--- src/rtl/riscv_mem_avmm_bridge.sv ---
// picorv32 native memory port to NUM_CH Avalon-MM masters, one transaction at a time,
// with unmapped-region and timeout error completion and stale read-beat discard.
module riscv_mem_avmm_bridge #(
  parameter int unsigned NUM_CH         = 2,
  parameter int unsigned SEL_W          = 1,
  parameter int unsigned AVM_ADDR_W     = 24,
  parameter int unsigned TIMEOUT_CYCLES = 1024,
  parameter logic [31:0] ERR_RDATA      = 32'hDEAD_BEEF
) (
  input  logic                         clk,
  input  logic                         rst_n,
  input  logic                         mem_valid,
  input  logic [31:0]                  mem_addr,
  input  logic [31:0]                  mem_wdata,
  input  logic [3:0]                   mem_wstrb,
  output logic                         mem_ready,
  output logic [31:0]                  mem_rdata,
  output logic [NUM_CH*AVM_ADDR_W-1:0] avm_address,
  output logic [NUM_CH-1:0]            avm_read,
  output logic [NUM_CH-1:0]            avm_write,
  output logic [NUM_CH*32-1:0]         avm_writedata,
  output logic [NUM_CH*4-1:0]          avm_byteenable,
  input  logic [NUM_CH-1:0]            avm_waitrequest,
  input  logic [NUM_CH-1:0]            avm_readdatavalid,
  input  logic [NUM_CH*32-1:0]         avm_readdata,
  output logic                         err,
  output logic [31:0]                  err_addr,
  input  logic                         err_clr
);

  typedef enum logic [1:0] {IDLE, CMD, RESP, DONE} state_t;
  state_t state, next_state;

  logic [31:0]       addr_q;
  logic [3:0]        wstrb_q;
  logic [SEL_W-1:0]  ch_q;
  logic [NUM_CH-1:0] stale;
  logic [31:0]       cnt;

  logic [SEL_W-1:0]  req_ch;
  logic              req_unmapped;
  logic              is_rd;
  logic              wait_sel, rdv_sel, stale_sel, rdv_good;
  logic [31:0]       rdata_sel;
  logic              tmo_hit;
  logic              accept, capture, abort, unmapped_hit, err_hit;
  logic [31:0]       err_src;

  assign req_ch       = mem_addr[31 -: SEL_W];
  assign req_unmapped = 32'(req_ch) >= NUM_CH;
  assign is_rd        = ~|wstrb_q;
  assign rdv_good     = rdv_sel & ~stale_sel;
  assign tmo_hit      = (TIMEOUT_CYCLES != 0) && (cnt == TIMEOUT_CYCLES - 1);
  assign err_hit      = unmapped_hit | abort;
  assign err_src      = (state == IDLE) ? mem_addr : addr_q;

  always_comb begin
    wait_sel  = 1'b0;
    rdv_sel   = 1'b0;
    stale_sel = 1'b0;
    rdata_sel = '0;
    for (int unsigned c = 0; c < NUM_CH; c++) begin
      if (32'(ch_q) == c) begin
        wait_sel  = avm_waitrequest[c];
        rdv_sel   = avm_readdatavalid[c];
        stale_sel = stale[c];
        rdata_sel = avm_readdata[c*32 +: 32];
      end
    end
  end

  always_ff @(posedge clk or negedge rst_n) begin
    if (!rst_n) state <= IDLE;
    else        state <= next_state;
  end

  always_comb begin
    next_state   = state;
    accept       = 1'b0;
    capture      = 1'b0;
    abort        = 1'b0;
    unmapped_hit = 1'b0;
    case (state)
      IDLE: begin
        if (mem_valid) begin
          if (req_unmapped) begin
            unmapped_hit = 1'b1;
            next_state   = DONE;
          end else begin
            accept     = 1'b1;
            next_state = CMD;
          end
        end
      end
      CMD: begin
        if (!wait_sel && !is_rd) begin
          next_state = DONE;
        end else if (!wait_sel && rdv_good) begin
          capture    = 1'b1;
          next_state = DONE;
        end else begin
          if (!wait_sel) next_state = RESP;
          if (tmo_hit) begin
            abort      = 1'b1;
            next_state = DONE;
          end
        end
      end
      RESP: begin
        if (rdv_good) begin
          capture    = 1'b1;
          next_state = DONE;
        end else if (tmo_hit) begin
          abort      = 1'b1;
          next_state = DONE;
        end
      end
      DONE: begin
        if (mem_ready) next_state = IDLE;
      end
      default: next_state = IDLE;
    endcase
  end

  // mem_ready pulses on the first cycle spent in DONE that has not pulsed yet; an
  // unmapped request enters DONE straight from IDLE and so pulses on its second DONE cycle.
  always_ff @(posedge clk or negedge rst_n) begin
    if (!rst_n) begin
      mem_ready      <= 1'b0;
      mem_rdata      <= '0;
      addr_q         <= '0;
      wstrb_q        <= '0;
      ch_q           <= '0;
      stale          <= '0;
      cnt            <= '0;
      err            <= 1'b0;
      err_addr       <= '0;
      avm_address    <= '0;
      avm_read       <= '0;
      avm_write      <= '0;
      avm_writedata  <= '0;
      avm_byteenable <= '0;
    end else begin
      mem_ready <= (state != IDLE) && (next_state == DONE) && !mem_ready;

      if (state == IDLE && mem_valid) begin
        addr_q  <= mem_addr;
        wstrb_q <= mem_wstrb;
        ch_q    <= req_ch;
      end

      if (capture)      mem_rdata <= rdata_sel;
      else if (err_hit) mem_rdata <= ERR_RDATA;

      if (err_hit) begin
        err <= 1'b1;
        if (!err) err_addr <= err_src;
      end else if (err_clr) begin
        err <= 1'b0;
      end

      for (int unsigned c = 0; c < NUM_CH; c++) begin
        if (abort && is_rd && 32'(ch_q) == c) stale[c] <= 1'b1;
        else if (avm_readdatavalid[c])        stale[c] <= 1'b0;
      end

      if (accept)                            cnt <= '0;
      else if (state == CMD || state == RESP) cnt <= cnt + 32'd1;

      if (accept) begin
        avm_address    <= '0;
        avm_read       <= '0;
        avm_write      <= '0;
        avm_writedata  <= '0;
        avm_byteenable <= '0;
        for (int unsigned c = 0; c < NUM_CH; c++) begin
          if (32'(req_ch) == c) begin
            avm_address[c*AVM_ADDR_W +: AVM_ADDR_W] <= mem_addr[AVM_ADDR_W-1:0];
            avm_read[c]                            <= (mem_wstrb == 4'h0);
            avm_write[c]                           <= (mem_wstrb != 4'h0);
            avm_writedata[c*32 +: 32]              <= mem_wdata;
            avm_byteenable[c*4 +: 4]               <= (mem_wstrb == 4'h0) ? 4'hF : mem_wstrb;
          end
        end
      end else if (state == CMD && next_state != CMD) begin
        avm_read  <= '0;
        avm_write <= '0;
      end
    end
  end

endmodule

--- config.mk ---
export PLATFORM = sky130hd
export DESIGN_NAME = riscv_mem_avmm_bridge
export DESIGN_NICKNAME = d
export VERILOG_FILES = /design/src/rtl/riscv_mem_avmm_bridge.sv
export SDC_FILE = /design/constraint.sdc
export NUM_CORES = 1
export LEC_CHECK = 0
export CAP_MARGIN = 20
export CORE_UTILIZATION = 35
export CTS_CLUSTER_DIAMETER = 50
export DETAILED_ROUTE_END_ITERATION = 10
export PLACE_DENSITY = 0.7
export SYNTH_ARGS = -nofsm -noshare
export SYNTH_HDL_FRONTEND = slang
export SYNTH_SLANG_ARGS = --single-unit
--- constraint.sdc ---
create_clock -name clk -period 4.17 [get_ports clk]
set_input_delay 1.0425 -clock clk [delete_from_list [all_inputs] [get_ports clk]]
set_output_delay 1.0425 -clock clk [all_outputs]
set_load 0.05 [all_outputs]
==> results.sh <==
export IMPL_outcome="complete, no violations"
export IMPL_first_global_vias=9701
export IMPL_detailedPlace_worstSlack_ns=0.788
export IMPL_number_of_synthesized_flops_with_an_enable_pin=0
export IMPL_io_pins=330
export IMPL_path_clk_slew_ns=0.05
export IMPL_yosysSeqAreaShare_pct=57.5
export IMPL_tritoncts="done"
export IMPL_core_um2=31800
export IMPL_postCtsSetupBuffers=0
export IMPL_ys_ff_latch=262
export IMPL_min_delay_path_class="reg2reg"
export IMPL_syn_nets=1337
export IMPL_post_synth_arst_share_pct=100
export IMPL_grt_max_degree=113
export IMPL_ctsLongestPathBuffers=3
export IMPL_grt_antenna_before_repair=1
export IMPL_critPathCaptureType="flop"
export IMPL_fp_rows=65
export IMPL_totalWireLength_um=30900
export IMPL_vias=9584
export IMPL_io_buffer_count=329
export IMPL_fin_tns_setup_ns=0
export IMPL_finalHoldWorstSlack_ns=0.460
export IMPL_syn2layout_area_growth_pct=43.6
export IMPL_maximum_ir_drop_on_the_vdd_rail_uv=541
export IMPL_p_per_area_nw_per_um2=835
export IMPL_route_antenna_remaining_nets=0
export IMPL_synthesis_area_per_instance_um2=9.56
export IMPL_filler_cell_count=2869
export IMPL_grt_usage_pct=18.8
export IMPL_avgViaCountPerCell=4.89
export IMPL_synth_yosys_warnings=0
export IMPL_synth_largest_area_cell="dfrtp_1"
export IMPL_die_x_um=182
export IMPL_netlist_area_um2=11400
export IMPL_slew_headroom_pct=42.8
export IMPL_tightestPinTransition_ns=0.850
export IMPL_cts_hold_buffers_added=0
export IMPL_setup_viol=0
export IMPL_finalHoldViolCount=0
export IMPL_synth_ff_type="dfrtp_1"
export IMPL_die_height_um=182
export IMPL_post_route_worst_setup_slack_ns=1.27
export IMPL_synthesized_instance_count=1192
export IMPL_worstSetupPathType="in2reg"
export IMPL_synth_area_leaders="dfrtp_1 (58%), nand2_1 (13%), mux2i_1 (5.8%)"
export IMPL_cts_made_buffers=35
export IMPL_p_leak_nw=7.57
export IMPL_grt_pass1_wl_um=50800
export IMPL_htree_num_levels=2
export IMPL_crit_required_ns=4.49
export IMPL_detailedRoute_firstIterationViolations=486
export IMPL_min_period_over_period_pct=69.5
export IMPL_type_of_element_launching_the_critical_path="primary input"
export IMPL_clock_root_buffer="clkbuf_16"
export IMPL_detail_route_first_pass_iterations=4
export IMPL_gp_congestion=0.821
export IMPL_crit_arrival_ns=3.22
export IMPL_final_period_minus_worst_setup_slack_ns=2.90
export IMPL_post_synth_top_area_fraction_pct=57.5
export IMPL_wire_per_inst_um=15.8
export IMPL_layout_nets=1648
export IMPL_power_total_mw=13.7
export IMPL_number_of_gates_resized_after_cts=0
export IMPL_dieArea_um2=33300
export IMPL_grt_setup_unrepaired="false"
export IMPL_post_synth_num_cell_types=43
export IMPL_globalRoute_totalOverflow=0
export IMPL_hpwlAfterDp_um=20900
export IMPL_start_util_pct=35.8
export IMPL_max_fanout_on_critical_path=64
export IMPL_post_route_cells_drive_above_1_share_pct=5.70
export IMPL_diodes=0
export IMPL_drc=0
export IMPL_clock_sinks=262
export IMPL_timing_final_max_slew_violations=0
export IMPL_clock_fmax_mhz=345
export IMPL_cap_violations=0
export IMPL_insertion_delay_ns=0.50
export IMPL_final_setup_skew_ns=0.0258
## synthesized netlist by cell type (2+ instances only)
cell	instances
a21oi_1	6
buf_2	5
nor3_1	11
clkbuf_1	63
buf_1	6
nor4_1	11
xor2_1	15
nor3b_1	3
nand4_1	11
a31oi_1	6
nand2_1	400
mux2i_1	66
a2bb2oi_1	24
and3_1	5
o21ai_2	4
o21ai_1	4
nor4b_1	2
o21ai_0	47
o22ai_1	9
and2_1	4
ha_1	5
nand3_1	70
xnor2_1	11
nand3b_1	56
or2_2	2
a311o_1	2
dfrtp_1	262
nor2_1	47
inv_1	15
or3_1	7
## power by group
part           internal, mW  total (mW)  leakage (nW)  switching, mW
logic                  2.17        6.54          3.58           4.37
registers              3.48        4.03          3.41          0.548
clock network          1.98        3.08         0.578           1.11
## layer usage
metal	track usage, %	up-vias	part of all wire [%]
met5	0	-	0.032
met4	6.72	2	3.1
met3	5.01	67	6.9
met2	31.4	311	47
met1	23.4	4588	43
li1	-	4616	-
## critical path, stage by stage
cell and delay (ns):
clkdlybuf4s50_1 0.41, and3b_1 0.22, nor4b_1 0.43, nor3_1 0.12, or3_2 0.42, buf_4 0.32
nand2_1 0.15, o21ai_0 0.10
## cells by family (layout without fill, tap and decap cells)
| kind of cell | after synthesis | in the layout | share of synthesized area (%) |
|---|---|---|---|
| buf+inv | 89 | 423 | 2.99 |
| simple gates | 638 | 638 | 25.2 |
| compound gates | 106 | 106 | 5.93 |
| flops | 262 | 262 | 57.5 |
| fa+ha+maj | 5 | 5 | 0.549 |
| xor+xnor | 26 | 26 | 2.00 |
| mux | 66 | 66 | 5.80 |
## state kept, by name, indices dropped and copies added, names as in the netlist
name,count
addr_q,32
avm_address,48
stale,2
state,2
avm_writedata,64
mem_rdata,32
wstrb_q,4
avm_byteenable,8
err_addr,32
avm_write,2
avm_read,2
err,1
cnt,32
mem_ready,1
## worst paths after layout
| path | start | endpoint | slack (ns) | cells past startpoint |
|---|---|---|---|---|
| min in group asynchronous | rst_n | avm_writedata[2] | 0.56 | 1 |
| max in group asynchronous | rst_n | avm_address[16] | 2.66 | 2 |
| min | avm_writedata[4] | avm_writedata[4] | 0.46 | 2 |
| max | avm_readdatavalid[1] | err_addr[25] | 1.27 | 8 |
| max reg2reg | state[0] | err_addr[25] | 1.34 | 9 |
| min reg2reg | avm_writedata[4] | avm_writedata[4] | 0.46 | 2 |
## per-stage QoR
stage                     std cells  cell area (um^2)  utilization, %
after floorplan                1192             11400               -
after global placement         1901             15200            47.7
after detailed placement       1901             15200            47.7
after CTS                      1961             16400            51.4
after global routing           1961             16400            51.4
final                          1961             16400            51.4
## final cells by class
cell class                 instances  area, um^2  share of cell area (%)
sequential                       262        6560                    40.1
multi-input combinational        841        4510                    27.6
timing repair buffer             348        3500                    21.4
clock buffer                      46         947                    5.79
tap                              435         544                    3.33
clock inverter                    14         244                    1.49
inverter                          15        56.3                   0.344
## placed cells by master (no fill, tap or decap), drive strengths merged, types with 2 or more instances in the layout
cell             n
a21oi            6
a2bb2oi         24
a311o            2
a31oi            6
and2             4
and3             5
buf             21
bufinv           6
clkbuf          46
clkdlybuf4s50  327
clkinv           4
dfrtp          262
ha               5
inv             18
mux2i           66
nand2          400
nand3           70
nand3b          56
nand4           11
nor2            47
nor3            11
nor3b            3
nor4            11
nor4b            2
o21ai           55
o22ai            9
or2              2
or3              7
or4              2
xnor2           11
xor2            15
Power figures use the tool's default switching activity.
